**src/rtl/wb_pkg.sv**
```systemverilog
// wb_pkg: shared types and defaults for the writeback arbiter.
package wb_pkg;
    localparam int XLEN = 32;
    localparam int LD_DEPTH = 4;
    typedef logic [$clog2(LD_DEPTH):0] pend_t;
    typedef struct packed {
        logic [4:0]      addr;
        logic [XLEN-1:0] data;
    } wb_req_t;
endpackage

```
**src/rtl/wb_arbiter_if.sv**
```systemverilog
// wb_arbiter_if: pipeline, load-queue, register-file and scoreboard signals of the writeback arbiter.
interface wb_arbiter_if #(parameter int DEPTH = wb_pkg::LD_DEPTH);
    import wb_pkg::*;
    logic                     alu_valid;
    logic [4:0]               alu_rd_addr;
    logic [XLEN-1:0]          alu_rd_data;
    logic                     ld_issue;
    logic [4:0]               ld_issue_rd;
    logic                     ld_issue_ready;
    logic                     ld_resp_valid;
    logic [XLEN-1:0]          ld_resp_data;
    logic                     ld_resp_ready;
    logic                     rd_wren;
    logic [4:0]               rd_addr;
    logic [XLEN-1:0]          rd_data;
    logic [4:0]               rs1_addr;
    logic [4:0]               rs2_addr;
    logic                     rs1_busy;
    logic                     rs2_busy;
    logic [$clog2(DEPTH):0]   ld_pending;
    modport master (
        output alu_valid, alu_rd_addr, alu_rd_data, ld_issue, ld_issue_rd,
               ld_resp_valid, ld_resp_data, rs1_addr, rs2_addr,
        input  ld_issue_ready, ld_resp_ready, rd_wren, rd_addr, rd_data,
               rs1_busy, rs2_busy, ld_pending
    );
    modport slave (
        input  alu_valid, alu_rd_addr, alu_rd_data, ld_issue, ld_issue_rd,
               ld_resp_valid, ld_resp_data, rs1_addr, rs2_addr,
        output ld_issue_ready, ld_resp_ready, rd_wren, rd_addr, rd_data,
               rs1_busy, rs2_busy, ld_pending
    );
endinterface

```
**src/rtl/wb_ld_fifo.sv**
```systemverilog
// wb_ld_fifo: in-order queue of pending load destinations with per-entry valid and address exposure.
module wb_ld_fifo #(parameter int DEPTH = 4) (
    input  logic                        clk,
    input  logic                        rst,
    input  logic                        i_push,
    input  logic [4:0]                  i_push_addr,
    input  logic                        i_pop,
    output logic [4:0]                  o_pop_addr,
    output logic [$clog2(DEPTH):0]      o_count,
    output logic [DEPTH-1:0]            o_vld,
    output logic [DEPTH-1:0][4:0]       o_addr
);
    localparam int AW = $clog2(DEPTH);
    logic [AW-1:0]          r_wptr;
    logic [AW-1:0]          r_rptr;
    logic [AW:0]            r_count;
    logic [DEPTH-1:0]       r_vld;
    logic [DEPTH-1:0][4:0]  r_addr;
    always_ff @(posedge clk) begin
        if (rst) begin
            r_wptr  <= '0;
            r_rptr  <= '0;
            r_count <= '0;
            r_vld   <= '0;
            r_addr  <= '0;
        end else begin
            if (i_push) begin
                r_addr[r_wptr] <= i_push_addr;
                r_vld[r_wptr]  <= 1'b1;
                r_wptr         <= r_wptr + AW'(1);
            end
            if (i_pop) begin
                r_vld[r_rptr] <= 1'b0;
                r_rptr        <= r_rptr + AW'(1);
            end
            r_count <= r_count + (AW+1)'(i_push) - (AW+1)'(i_pop);
        end
    end
    // The entry being popped no longer counts as pending; its data commits next cycle via bypass.
    assign o_vld      = r_vld & ~(DEPTH'(i_pop) << r_rptr);
    assign o_addr     = r_addr;
    assign o_pop_addr = r_addr[r_rptr];
    assign o_count    = r_count;
endmodule

```
**src/rtl/wb_arbiter.sv**
```systemverilog
// wb_arbiter: register-file write port owner merging ALU results with in-order load responses.
// Define WB_SCOREBOARD_EN for per-address hazard compare; otherwise any pending load marks sources busy.
module wb_arbiter import wb_pkg::*; #(parameter int LD_DEPTH = wb_pkg::LD_DEPTH) (
    input  logic         clk,
    input  logic         rst,
    wb_arbiter_if.slave  bus
);
    localparam int CW = $clog2(LD_DEPTH) + 1;
    logic                      w_push;
    logic                      w_pop;
    logic                      w_sel;
    logic [4:0]                w_pop_addr;
    logic [CW-1:0]             w_count;
    logic [LD_DEPTH-1:0]       w_vld;
    logic [LD_DEPTH-1:0][4:0]  w_addrs;
    logic                      w_hit1;
    logic                      w_hit2;
    wb_req_t                   w_req;
    wb_req_t                   r_req;
    logic                      r_wren;
    wb_ld_fifo #(.DEPTH(LD_DEPTH)) u_fifo (
        .clk         (clk),
        .rst         (rst),
        .i_push      (w_push),
        .i_push_addr (bus.ld_issue_rd),
        .i_pop       (w_pop),
        .o_pop_addr  (w_pop_addr),
        .o_count     (w_count),
        .o_vld       (w_vld),
        .o_addr      (w_addrs)
    );
    assign bus.ld_issue_ready = w_count < CW'(LD_DEPTH);
    assign bus.ld_resp_ready  = !bus.alu_valid && w_count != '0;
    assign bus.ld_pending     = w_count;
    assign w_push = bus.ld_issue && bus.ld_issue_ready;
    assign w_pop  = bus.ld_resp_valid && bus.ld_resp_ready;
    assign w_sel  = bus.alu_valid || w_pop;
    assign w_req  = bus.alu_valid ? wb_req_t'{bus.alu_rd_addr, bus.alu_rd_data}
                                  : wb_req_t'{w_pop_addr, bus.ld_resp_data};
    always_ff @(posedge clk) begin
        if (rst) begin
            r_wren <= 1'b0;
            r_req  <= '0;
        end else begin
            r_wren <= w_sel && w_req.addr != 5'd0;
            if (w_sel)
                r_req <= w_req;
        end
    end
    assign bus.rd_wren = r_wren;
    assign bus.rd_addr = r_req.addr;
    assign bus.rd_data = r_req.data;
`ifdef WB_SCOREBOARD_EN
    always_comb begin
        w_hit1 = 1'b0;
        w_hit2 = 1'b0;
        for (int i = 0; i < LD_DEPTH; i++) begin
            w_hit1 = w_hit1 | (w_vld[i] && w_addrs[i] == bus.rs1_addr);
            w_hit2 = w_hit2 | (w_vld[i] && w_addrs[i] == bus.rs2_addr);
        end
    end
`else
    logic w_unused;
    assign w_unused = ^{w_vld, w_addrs};
    assign w_hit1   = w_count != '0;
    assign w_hit2   = w_count != '0;
`endif
    assign bus.rs1_busy = bus.rs1_addr != 5'd0 && w_hit1;
    assign bus.rs2_busy = bus.rs2_addr != 5'd0 && w_hit2;
    a_issue_when_full: assert property (@(posedge clk) disable iff (rst) !(bus.ld_issue && !bus.ld_issue_ready));
endmodule

```
**src/flat_wrapper.sv**
```systemverilog
// flat-port wrapper written by rule: the top's interface ports become plain ports
module wb_arbiter_flat import wb_pkg::*;
#(parameter int LD_DEPTH = wb_pkg::LD_DEPTH)
  (clk, rst, bus_alu_valid, bus_alu_rd_addr, bus_alu_rd_data, bus_ld_issue, bus_ld_issue_rd, bus_ld_resp_valid, bus_ld_resp_data, bus_rs1_addr, bus_rs2_addr, bus_ld_issue_ready, bus_ld_resp_ready, bus_rd_wren, bus_rd_addr, bus_rd_data, bus_rs1_busy, bus_rs2_busy, bus_ld_pending);
  wb_arbiter_if bus_i ();
  input  logic clk;
  input  logic rst;
  input wire logic [$bits(bus_i.alu_valid)-1:0] bus_alu_valid;
  input wire logic [$bits(bus_i.alu_rd_addr)-1:0] bus_alu_rd_addr;
  input wire logic [$bits(bus_i.alu_rd_data)-1:0] bus_alu_rd_data;
  input wire logic [$bits(bus_i.ld_issue)-1:0] bus_ld_issue;
  input wire logic [$bits(bus_i.ld_issue_rd)-1:0] bus_ld_issue_rd;
  input wire logic [$bits(bus_i.ld_resp_valid)-1:0] bus_ld_resp_valid;
  input wire logic [$bits(bus_i.ld_resp_data)-1:0] bus_ld_resp_data;
  input wire logic [$bits(bus_i.rs1_addr)-1:0] bus_rs1_addr;
  input wire logic [$bits(bus_i.rs2_addr)-1:0] bus_rs2_addr;
  output wire logic [$bits(bus_i.ld_issue_ready)-1:0] bus_ld_issue_ready;
  output wire logic [$bits(bus_i.ld_resp_ready)-1:0] bus_ld_resp_ready;
  output wire logic [$bits(bus_i.rd_wren)-1:0] bus_rd_wren;
  output wire logic [$bits(bus_i.rd_addr)-1:0] bus_rd_addr;
  output wire logic [$bits(bus_i.rd_data)-1:0] bus_rd_data;
  output wire logic [$bits(bus_i.rs1_busy)-1:0] bus_rs1_busy;
  output wire logic [$bits(bus_i.rs2_busy)-1:0] bus_rs2_busy;
  output wire logic [$bits(bus_i.ld_pending)-1:0] bus_ld_pending;
  assign bus_i.alu_valid = bus_alu_valid;
  assign bus_i.alu_rd_addr = bus_alu_rd_addr;
  assign bus_i.alu_rd_data = bus_alu_rd_data;
  assign bus_i.ld_issue = bus_ld_issue;
  assign bus_i.ld_issue_rd = bus_ld_issue_rd;
  assign bus_i.ld_resp_valid = bus_ld_resp_valid;
  assign bus_i.ld_resp_data = bus_ld_resp_data;
  assign bus_i.rs1_addr = bus_rs1_addr;
  assign bus_i.rs2_addr = bus_rs2_addr;
  assign bus_ld_issue_ready = bus_i.ld_issue_ready;
  assign bus_ld_resp_ready = bus_i.ld_resp_ready;
  assign bus_rd_wren = bus_i.rd_wren;
  assign bus_rd_addr = bus_i.rd_addr;
  assign bus_rd_data = bus_i.rd_data;
  assign bus_rs1_busy = bus_i.rs1_busy;
  assign bus_rs2_busy = bus_i.rs2_busy;
  assign bus_ld_pending = bus_i.ld_pending;
  wb_arbiter #(.LD_DEPTH(LD_DEPTH)) u_core (.clk(clk), .rst(rst), .bus(bus_i));
endmodule
```
**config.mk**
```make
export PLATFORM = sky130hd
export DESIGN_NAME = wb_arbiter_flat
export DESIGN_NICKNAME = d
export VERILOG_FILES = /design/src/rtl/wb_pkg.sv /design/src/rtl/wb_arbiter_if.sv /design/src/rtl/wb_ld_fifo.sv /design/src/rtl/wb_arbiter.sv /design/src/flat_wrapper.sv
export SDC_FILE = /design/constraint.sdc
export NUM_CORES = 1
export LEC_CHECK = 0
export BUFFER_PORTS_ARGS = -buffer_cell sky130_fd_sc_hd__buf_4
export CELL_PAD_IN_SITES_DETAIL_PLACEMENT = 1
export CELL_PAD_IN_SITES_GLOBAL_PLACEMENT = 1
export CORE_MARGIN = 3
export CORE_UTILIZATION = 36
export DETAILED_ROUTE_END_ITERATION = 10
export PLACE_DENSITY_LB_ADDON = 0.1
export SLEW_MARGIN = 20
export SYNTH_ARGS = -nofsm -noshare
export SYNTH_HDL_FRONTEND = slang
export SYNTH_SLANG_ARGS = --single-unit
```
**constraint.sdc**
```tcl
create_clock -name clk -period 4.3 [get_ports clk]
set_clock_uncertainty 0.05 [all_clocks]
set_input_delay 0.86 -clock clk [delete_from_list [all_inputs] [get_ports clk]]
set_output_delay 0.86 -clock clk [all_outputs]
set_load 0.05 [all_outputs]
```
==> out/qor.txt, run 1 <==
RSZ-0062 raised after global routing = no
Fraction of layout cells with a size suffix above 1 = 0.351
Slew headroom = 0.530
GP Congestion = 0.789
Gr ovfl total = 0
TritonCTS buffer count = 9
Seq. cell area = 1300 um^2
First-pass GRT wire length = 14.0 mm
P_leak = 1.88 nW
Non-Filler Instances = 547
Ports = 134
Vias post-DR = 2731
Post-Place Worst Slack = 1190 ps
Initial Utilization = 0.378
Top cells by area, synth = dfxtp_1 (44%), mux2i_1 (12%), a211oi_1 (8.8%)
Sequential power share = 0.344
Max Used Layer = met4
Vias in the first global route = 2800
Cell Pwr Density = 531 nW/um^2
Most frequent cells after synthesis = dfxtp_1 (65), nor2_1 (46), mux2i_1 (36)
Status = complete, no violations
Net Sw Frac = 0.412
HPWL Detailed = 6.34 mm
Post-synth EDFFs = 0
Clk pwr share = 0.221
Met2 Wirelength = 4.43 mm
Met3 WL post-DR = 448 um
DRT Wirelength = 8.72 mm
Post-Syn Nets = 417
Largest area contributor in the netlist = dfxtp_1
Logic gate share of total power = 0.435
Port Buffers = 133
Design Power = 2.22 mW
Pin count of the biggest net entering global routing = 66
Cell count after synthesis = 321
Core Box Area = 7890 um^2
Area occupied by multi-input gates = 1530 um^2
Count of hold buffers inserted by post-cts repair = 0
PnR worst setup slack = 1570 ps
Global Route Usage Sum = 0.185
Die width = 97.0 um
Fillcell total = 933
WS Path Type = in -> reg
CTS Root Cell = clkbuf_8
Via-to-Cell Ratio = 4.99
Psw = 0.915 mW
CTS tree = built
Die height = 97.0 um
ANT cells = 0
#FFs+latches synth = 65
Hold Crit Class = reg -> reg
Clock tree buffer depth = 2
Total of max-cap violations = 0
Row count = 32
Worst reg-to-reg path cell count = 9
Pint = 1.31 mW
WP data arrival = 2890 ps
FFs w/ async S/R, synth = 0
Post-route DRC = 0
Fin crit share = 0.635
Clock sinks = 65
Final min period = 2730 ps
Slew Limit Fails = 0
Crit end category = flop
First-pass detailed-route iteration total = 4
Wire length on met1 = 3.67 mm
Antenna violations before repair = 0
DR iter-0 viols = 53
Setup bufs post-CTS = 0
Worst-path maximum fanout = 47
H-Tree Level Count = 3
Per-cell routed wire length = 15.9 um
Startpoint types = primary input
Yosys Warn Count = 0
Post-CTS sizing = 0
Fmax = 0.366 GHz
Final setup fails = 0
Placed cell count = 533
Fin nets = 538
Setup TNS = 0 ps
Netlist cell types = 30
Post-route ant nets = 0
Worst-path clk slew = 70 ps
Clk_lat worst skew = 340 ps
DIE AREA = 9400 um^2
Worst-margin pin slew = 705 ps
Primary FF master, synth = dfxtp_1
Synth Area per Inst = 9.28 um^2
Area Overhead vs Synth = 40.3%
Critical path data required time = 4460 ps
Most frequent cell after synthesis = dfxtp_1
Synth top area share = 0.437
Hold path cells = 2
Share of the yosys chip area belonging to registers = 0.437
Cell Area, Synth = 2980 um^2
Final Hold Viols = 0
Peak VDD IR = 0.330 mV
## power by group through the flow
stage	Combinational, mW	Clock [mW]	Sequential (mW)
3_3_place_gp	0.952	0	0.774
5_1_grt	1.04	0.531	0.778
4_1_cts	0.978	0.509	0.768
2_1_floorplan	0.443	0	1.00
6_report	0.966	0.490	0.765
3_5_place_dp	0.975	0	0.780
## per-stage QoR
step                      cell area [um^2]   util  hold slack [ps]
after floorplan                       2980      -              382
after global placement                4000  0.507              388
after detailed placement              4000  0.507              396
after CTS                             4180  0.530              404
after global routing                  4180  0.530              433
final                                 4180  0.530              403
## final timing paths
| path | from | end | slack [ps] |
|---|---|---|---|
| min | u_core.u_fifo.o_addr[11] | u_core.u_fifo.o_addr[11] | 400 |
| max | bus_alu_valid | u_core.u_fifo.o_count[2] | 1570 |
| max reg2reg | u_core.u_fifo.o_count[1] | u_core.u_fifo.o_count[2] | 1900 |
| min reg2reg | u_core.u_fifo.o_addr[11] | u_core.u_fifo.o_addr[11] | 400 |
## sequential cells by signal, indices dropped and copies added, names as in the netlist
register,flops
u_core.bus.rd_addr,5
u_core.bus.rd_data,32
u_core.bus.rd_wren,1
u_core.u_fifo.o_addr,20
u_core.u_fifo.o_count,3
u_core.u_fifo.r_rptr,2
u_core.u_fifo.r_wptr,2
## cell type report
class,count,area share
clock buffers,11,0.0338
multi-input cells,224,0.365
clock inverters,3,0.0102
flip-flops and latches,65,0.311
repair buffers,135,0.242
inverters,7,0.00629
well taps,102,0.0305
## cell usage in the layout (no fill, tap or decap), drive strengths merged, types with 2 or more instances in the layout
cell type | netlist | layout
buf | 12 | 135
dfxtp | 65 | 65
nor2 | 46 | 46
mux2i | 36 | 36
a211oi | 35 | 35
a21oi | 24 | 24
nand2 | 24 | 24
nand3 | 20 | 20
clkbuf | 13 | 11
inv | 7 | 7
ha | 6 | 6
xnor2 | 5 | 5
nor2b | 4 | 4
mux2 | 4 | 4
nor3 | 3 | 3
nand2b | 3 | 3
mux4 | 3 | 3
nand3b | 2 | 2
o311ai | 2 | 2
## logic make-up after synthesis
logic type / after synthesis / synth area share
compound gates: 64 / 0.148
xor+xnor: 5 / 0.0147
fa+ha+maj: 7 / 0.0319
buf+inv: 32 / 0.0508
flops: 65 / 0.437
mux: 43 / 0.163
simple gates: 105 / 0.155
## critical path: stages
cell     delay [ps]
buf_4           550
nor3b_1         180
ha_1            320
inv_1            40
ha_1            170
fa_1            380
xnor2_1         180
xnor2_1         140
nor2_1           50
## layer usage
layer	vias to the layer above	track usage
met4	0	0.0734
met5	-	0
li1	1368	-
met1	1275	0.212
met2	74	0.323
met3	14	0.0526
Power figures use the tool's default switching activity.
==> run 2, diff against run 1 <==
Settings changed: CORE_UTILIZATION 36 to 34.
Clock period 4.3 ns to 2.7 ns, I/O delays scaled along.
==> run 2 against run 1 <==
Effect of this change:
- combinational power rose by 61%
- register-to-register slack got worse by 1600 ps
- via count rose by 0.55%
- first-iteration DRC count fell by 5.7%
- clock power rose by 130%
- largest power group unchanged
- total power rose by 76%
==> out/qor.txt, run 2 (synthesis gave the netlist of run 1 again) <==
Status = complete, no violations (unchanged)
Final Hold Viols = 0 (unchanged)
Fin crit share = 0.878
Fin nets = 540 (was 538)
Post-CTS sizing = 0 (unchanged)
Post-route DRC = 0 (unchanged)
Row count = 33 (was 32)
RSZ-0062 raised after global routing = no (unchanged)
Final setup fails = 0 (unchanged)
Post-route design area = 4320 um^2 (was 4180 um^2)
Pin count of the biggest net entering global routing = 66 (unchanged)
Gr ovfl total = 0 (unchanged)
Crit end category = flop (unchanged)
Die width = 99.6 um (was 97.0 um)
Via-to-Cell Ratio = 4.96 (was 4.99)
Startpoint types = flop (was primary input)
Post-route ant nets = 0 (unchanged)
Critical path's slowest cell = nor3_1 (was buf_4)
Initial Utilization = 0.355 (was 0.378)
TritonCTS buffer count = 9 (unchanged)
Per-cell routed wire length = 15.4 um (was 15.9 um)
Clock sinks = 65 (unchanged)
P_leak = 1.94 nW (was 1.88 nW)
Slew headroom = 0.530 (about the same)
DRT Wirelength = 8.53 mm (was 8.72 mm)
Non-Filler Instances = 554 (was 547)
Vias in the first global route = 2723 (was 2800)
Design Power = 3.91 mW (was 2.22 mW)
ANT cells = 0 (unchanged)
Core Box Area = 8380 um^2 (was 7890 um^2)
Die height = 99.6 um (was 97.0 um)
GP Congestion = 0.750 (was 0.789)
DIE AREA = 9920 um^2 (was 9400 um^2)
Max incr delay on CP = 420 ps (was 550 ps)
Clock tree buffer depth = 2 (unchanged)
Met1 usage = 0.207 (was 0.212)
WP data arrival = 2510 ps (was 2890 ps)
CTS Root Cell = clkbuf_8 (unchanged)
Setup TNS = 0 ps (unchanged)
Ports = 134 (unchanged)
Cell Pwr Density = 905 nW/um^2 (was 531 nW/um^2)
Crit path cell chain = nor3_1 > nor3b_1 > ha_1 > inv_1 > ha_1 > fa_1 > xnor2_1 > xnor2_1 > nor2_1 (was buf_4 > nor3b_1 > ha_1 > inv_1 > ha_1 > fa_1 > xnor2_1 > xnor2_1 > nor2_1)
Worst-margin pin slew = 705 ps (about the same)
Grt peak-use layer = met2 (unchanged)
Placed cell count = 538 (was 533)
Most frequent cells in the layout = buf_4 (135), dfxtp_1 (65), nor2_1 (46), mux2i_1 (36), a211oi_1 (35) (unchanged)
Area post-placement = 4040 um^2 (was 4000 um^2)
Routing usage on met3 = 0.0379 (was 0.0526)
Met2 Use GR = 0.308 (was 0.323)
Final min period = 2370 ps
Max FFs per register = 32 (unchanged)
Critical path data required time = 2840 ps (was 4460 ps)
Slew Limit Fails = 0 (unchanged)
Count of hold buffers inserted by post-cts repair = 0 (unchanged)
First-pass GRT wire length = 13.8 mm (was 14.0 mm)
Port Buffers = 133 (unchanged)
Vias post-DR = 2746 (was 2731)
H-Tree Level Count = 3 (unchanged)
Total of max-cap violations = 0 (unchanged)
Global Route Usage Sum = 0.174 (was 0.185)
Clk_lat worst skew = 340 ps (about the same)
HPWL Detailed = 6.20 mm (was 6.34 mm)
Most common cell after layout, fill and taps aside = buf_4 (unchanged)
CTS tree = built (unchanged)
Fraction of layout cells with a size suffix above 1 = 0.359 (was 0.351)
Hold Crit Class = reg -> reg (unchanged)
Area Overhead vs Synth = 44.9% (was 40.3%)
Worst-path maximum fanout = 5 (was 47)
First-pass detailed-route iteration total = 4 (unchanged)
DR iter-0 viols = 50 (was 53)
Peak VDD IR = 0.320 mV (was 0.330 mV)
Setup bufs post-CTS = 0 (unchanged)
Worst-path clk slew = 70 ps (about the same)
WS Path Type = reg -> reg (was in -> reg)
Fmax = 0.422 GHz
Antenna violations before repair = 0 (unchanged)
## run 2: changes by cell type in the layout (fill, tap and decap cells not counted), sizes merged
cell	delta
bufinv	+3
clkinvlp	-1
buf	+2
clkbuf	-1
inv	+1
## run 2: final timing paths
check                            from                        to  slack [ps]  cells after the start
max reg2reg  u_core.u_fifo.o_count[1]  u_core.u_fifo.o_count[2]         330                      9
min reg2reg   u_core.u_fifo.o_addr[5]   u_core.u_fifo.o_addr[5]         410                      2
min           u_core.u_fifo.o_addr[5]   u_core.u_fifo.o_addr[5]         410                      2
max          u_core.u_fifo.o_count[1]  u_core.u_fifo.o_count[2]         330                      9
## run 2: per-stage QoR
step	util	hold WS (ps)	setup slack, ps
after detailed placement	0.482	398	314
after CTS	0.515	408	298
after global routing	0.515	433	44.5
after global placement	0.482	388	400
after floorplan	-	382	165
final	0.515	406	328
## run 2: routing by layer
metal  wire, um  up-vias
li1           -     1385
met1       3620     1279
met2       4340       73
met3        461        9
met4        112        0
met5          0        -
## run 2: report_power, final
| group | total [mW] | leakage (nW) | internal (mW) | switching, mW |
|---|---|---|---|---|
| Clock | 1.13 | 0.137 | 0.737 | 0.395 |
| Combinational | 1.56 | 1.27 | 0.555 | 1.01 |
| Sequential | 1.21 | 0.536 | 1.11 | 0.105 |
## run 2: final cells by class
class                      instances  area [um^2]
sequential                        65         1300
tap                              105          131
clock buffer                      10          138
multi-input combinational        224         1530
timing repair buffer             137         1050
inverter                           7         26.3
fill                            1012         4070
clock inverter                     6          138
## run 2: worst max-delay path: cells and delay by family (launching register included)
family                     cells  cell delay, ps
xor gates and xnor gates       2             310
and+or+nand+nor                3             610
adders and majority gates      3             870
DFF                            1             360
buffers and inverters          1              40
==> run 3, diff against run 2 <==
Clock period 2.7 ns to 2.65 ns, I/O delays scaled along.
==> run 3 against run 2 <==
Effect of this change:
- utilization fell by 0.87 points
- total power fell by 6.4%
- die area did not move
- non-clock buffer count rose by 1
- final area fell by 1.7%
- hold slack improved by 2.1 ps
- critical path depth did not move
- sequential cell count did not move
- combinational power barely moved
- final cell count did not move
- clock power fell by 26%
- critical endpoint unchanged
- highest routed layer unchanged
==> out/qor.txt, run 3 (synthesis gave the netlist of run 1 again) <==
Area occupied by multi-input gates = 1530 um^2 (unchanged)
RSZ-0062 raised after global routing = no (unchanged)
Sequential power share = 0.338 (was 0.311)
TritonCTS buffer count = 9 (unchanged)
Per-cell routed wire length = 15.3 um (was 15.4 um)
Max FFs per register = 32 (unchanged)
Fin nets = 541 (was 540)
Critical path data required time = 2800 ps (was 2840 ps)
GP Congestion = 0.753 (was 0.750)
Count of hold buffers inserted by post-cts repair = 0 (unchanged)
Max incr delay on CP = 410 ps (was 420 ps)
Psw = 1.48 mW (was 1.50 mW)
Logic gate share of total power = 0.433 (was 0.399)
Clock sinks = 65 (unchanged)
Worst Hold Path EP = u_core.u_fifo.o_addr[16] (was u_core.u_fifo.o_addr[5])
Global Route Usage Sum = 0.172 (was 0.174)
Slew Limit Fails = 0 (unchanged)
Fmax = 0.427 GHz (was 0.422 GHz)
Final Hold Viols = 0 (unchanged)
Post-CTS sizing = 0 (unchanged)
Crit path buffers/inverters = 1 (unchanged)
Area Overhead vs Synth = 42.4% (was 44.9%)
Hold Crit Class = reg -> reg (unchanged)
Worst-path clk slew = 70 ps (about the same)
Antenna violations before repair = 0 (unchanged)
Most common cell after layout, fill and taps aside = buf_4 (unchanged)
WP data arrival = 2490 ps (was 2510 ps)
Total of max-cap violations = 0 (unchanged)
Setup bufs post-CTS = 0 (unchanged)
Post-route DRC = 0 (unchanged)
Worst r2r dst = u_core.u_fifo.o_count[2] (unchanged)
Pin count of the biggest net entering global routing = 57 (was 66)
Critical path's slowest cell = nor3_1 (unchanged)
CTS tree = built (unchanged)
Net Sw Frac = 0.406 (was 0.385)
Peak VDD IR = 0.385 mV (was 0.320 mV)
Non-Filler Instances = 554 (unchanged)
Crit path cell chain = nor3_1 > nor3b_1 > ha_1 > inv_1 > ha_1 > fa_1 > xnor2_1 > xnor2_1 > nor2_1 (unchanged)
Startpoint types = flop (unchanged)
First-pass detailed-route iteration total = 4 (unchanged)
Most frequent cells in the layout = buf_4 (136), dfxtp_1 (65), nor2_1 (46), mux2i_1 (36), a211oi_1 (35) (was buf_4 (135), dfxtp_1 (65), nor2_1 (46), mux2i_1 (36), a211oi_1 (35))
Die height = 99.6 um (unchanged)
Worst-path maximum fanout = 5 (unchanged)
Final min period = 2340 ps (was 2370 ps)
P_leak = 1.91 nW (was 1.94 nW)
Worst-margin pin slew = 686 ps (was 705 ps)
Worst hold slack = 408 ps (was 406 ps)
DR iter-0 viols = 43 (was 50)
Post-route ant nets = 0 (unchanged)
Cell Pwr Density = 862 nW/um^2 (was 905 nW/um^2)
Slew headroom = 0.543 (was 0.530)
H-Tree Level Count = 3 (unchanged)
Setup TNS = 0 ps (unchanged)
Gr ovfl total = 0 (unchanged)
Clock tree buffer depth = 2 (unchanged)
Hold_sp = u_core.u_fifo.o_addr[16] (was u_core.u_fifo.o_addr[5])
RR Startpoint = u_core.u_fifo.o_count[1] (unchanged)
Fraction of layout cells with a size suffix above 1 = 0.356 (was 0.359)
Row count = 33 (unchanged)
Status = complete, no violations (unchanged)
DIE AREA = 9920 um^2 (unchanged)
Ports = 134 (unchanged)
Final setup fails = 0 (unchanged)
Fillcell total = 1004 (was 1012)
Fin crit share = 0.884 (was 0.878)
Design Power = 3.66 mW (was 3.91 mW)
Clk pwr share = 0.228 (was 0.290)
Worst reg-to-reg path cell count = 9 (unchanged)
Vias in the first global route = 2811 (was 2723)
First-pass GRT wire length = 13.7 mm (was 13.8 mm)
Die width = 99.6 um (unchanged)
Vias post-DR = 2742 (was 2746)
HPWL Detailed = 6.36 mm (was 6.20 mm)
Pint = 2.17 mW (was 2.40 mW)
WS Path Type = reg -> reg (unchanged)
Hold path cells = 2 (unchanged)
ANT cells = 0 (unchanged)
Initial Utilization = 0.355 (unchanged)
Crit end category = flop (unchanged)
CP delay by family, top = adder cells (unchanged)
Core Box Area = 8380 um^2 (unchanged)
Seq. cell area = 1300 um^2 (unchanged)
DRT Wirelength = 8.50 mm (was 8.53 mm)
CTS Root Cell = clkbuf_8 (unchanged)
Worst R2R Setup Slack = 310 ps (was 330 ps)
Placed cell count = 539 (was 538)
Clk_lat worst skew = 330 ps (was 340 ps)
Port Buffers = 133 (unchanged)
Via-to-Cell Ratio = 4.95 (was 4.96)
==> run 3: worst max-delay path by stage <==
stage | startpoint | end | slack, ps | cells past startpoint
2_1_floorplan | bus_alu_valid | u_core.u_fifo.o_count[2] | 130 | 10
3_3_place_gp | u_core.u_fifo.o_count[1] | u_core.u_fifo.o_count[2] | 360 | 9
3_5_place_dp | u_core.u_fifo.o_count[1] | u_core.u_fifo.o_count[2] | 300 | 9
4_1_cts | u_core.u_fifo.o_count[1] | u_core.u_fifo.o_count[2] | 290 | 9
5_1_grt | u_core.u_fifo.o_count[1] | u_core.u_fifo.o_count[2] | 110 | 9
6_report | u_core.u_fifo.o_count[1] | u_core.u_fifo.o_count[2] | 310 | 9
==> run 3: area by class of cell <==
type / instances / share of cell area
Clock buffer: 12 / 0.0366
Clock inverter: 3 / 0.00944
Inverter: 7 / 0.00619
Multi-Input combinational cell: 224 / 0.360
Sequential cell: 65 / 0.307
Tap cell: 105 / 0.0310
Timing Repair Buffer: 138 / 0.250
==> run 3: layer usage <==
layer	vias up	GRT usage	wire [um]	share of wire
met1	1286	0.197	3480	0.41
met4	0	0.0410	51	0.0060
met3	6	0.0519	510	0.060
li1	1384	-	-	-
met2	66	0.311	4460	0.52
met5	-	0	0	0
==> run 3: through the flow <==
step	setup WS [ps]	util	area, um^2
4_1_cts	287	0.506	4240
6_report	306	0.506	4240
2_1_floorplan	125	-	2980
3_5_place_dp	304	0.483	4050
3_3_place_gp	362	0.483	4050
5_1_grt	111	0.506	4240
==> run 3: worst register-to-register path: stages (launching register included) <==
cell	delay, ps
dfxtp_1	360
nor3_1	410
nor3b_1	140
ha_1	300
inv_1	40
ha_1	180
fa_1	370
xnor2_1	180
xnor2_1	140
nor2_1	50
==> run 3: power groups by stage <==
stage               Combinational [mW]  Clock [mW]  Sequential [mW]
finish                            1.58       0.834             1.24
global route                      1.72       0.903             1.26
CTS                               1.61       0.866             1.24
detailed placement                1.60           0             1.26
global placement                  1.58           0             1.25
floorplan                        0.719           0             1.63
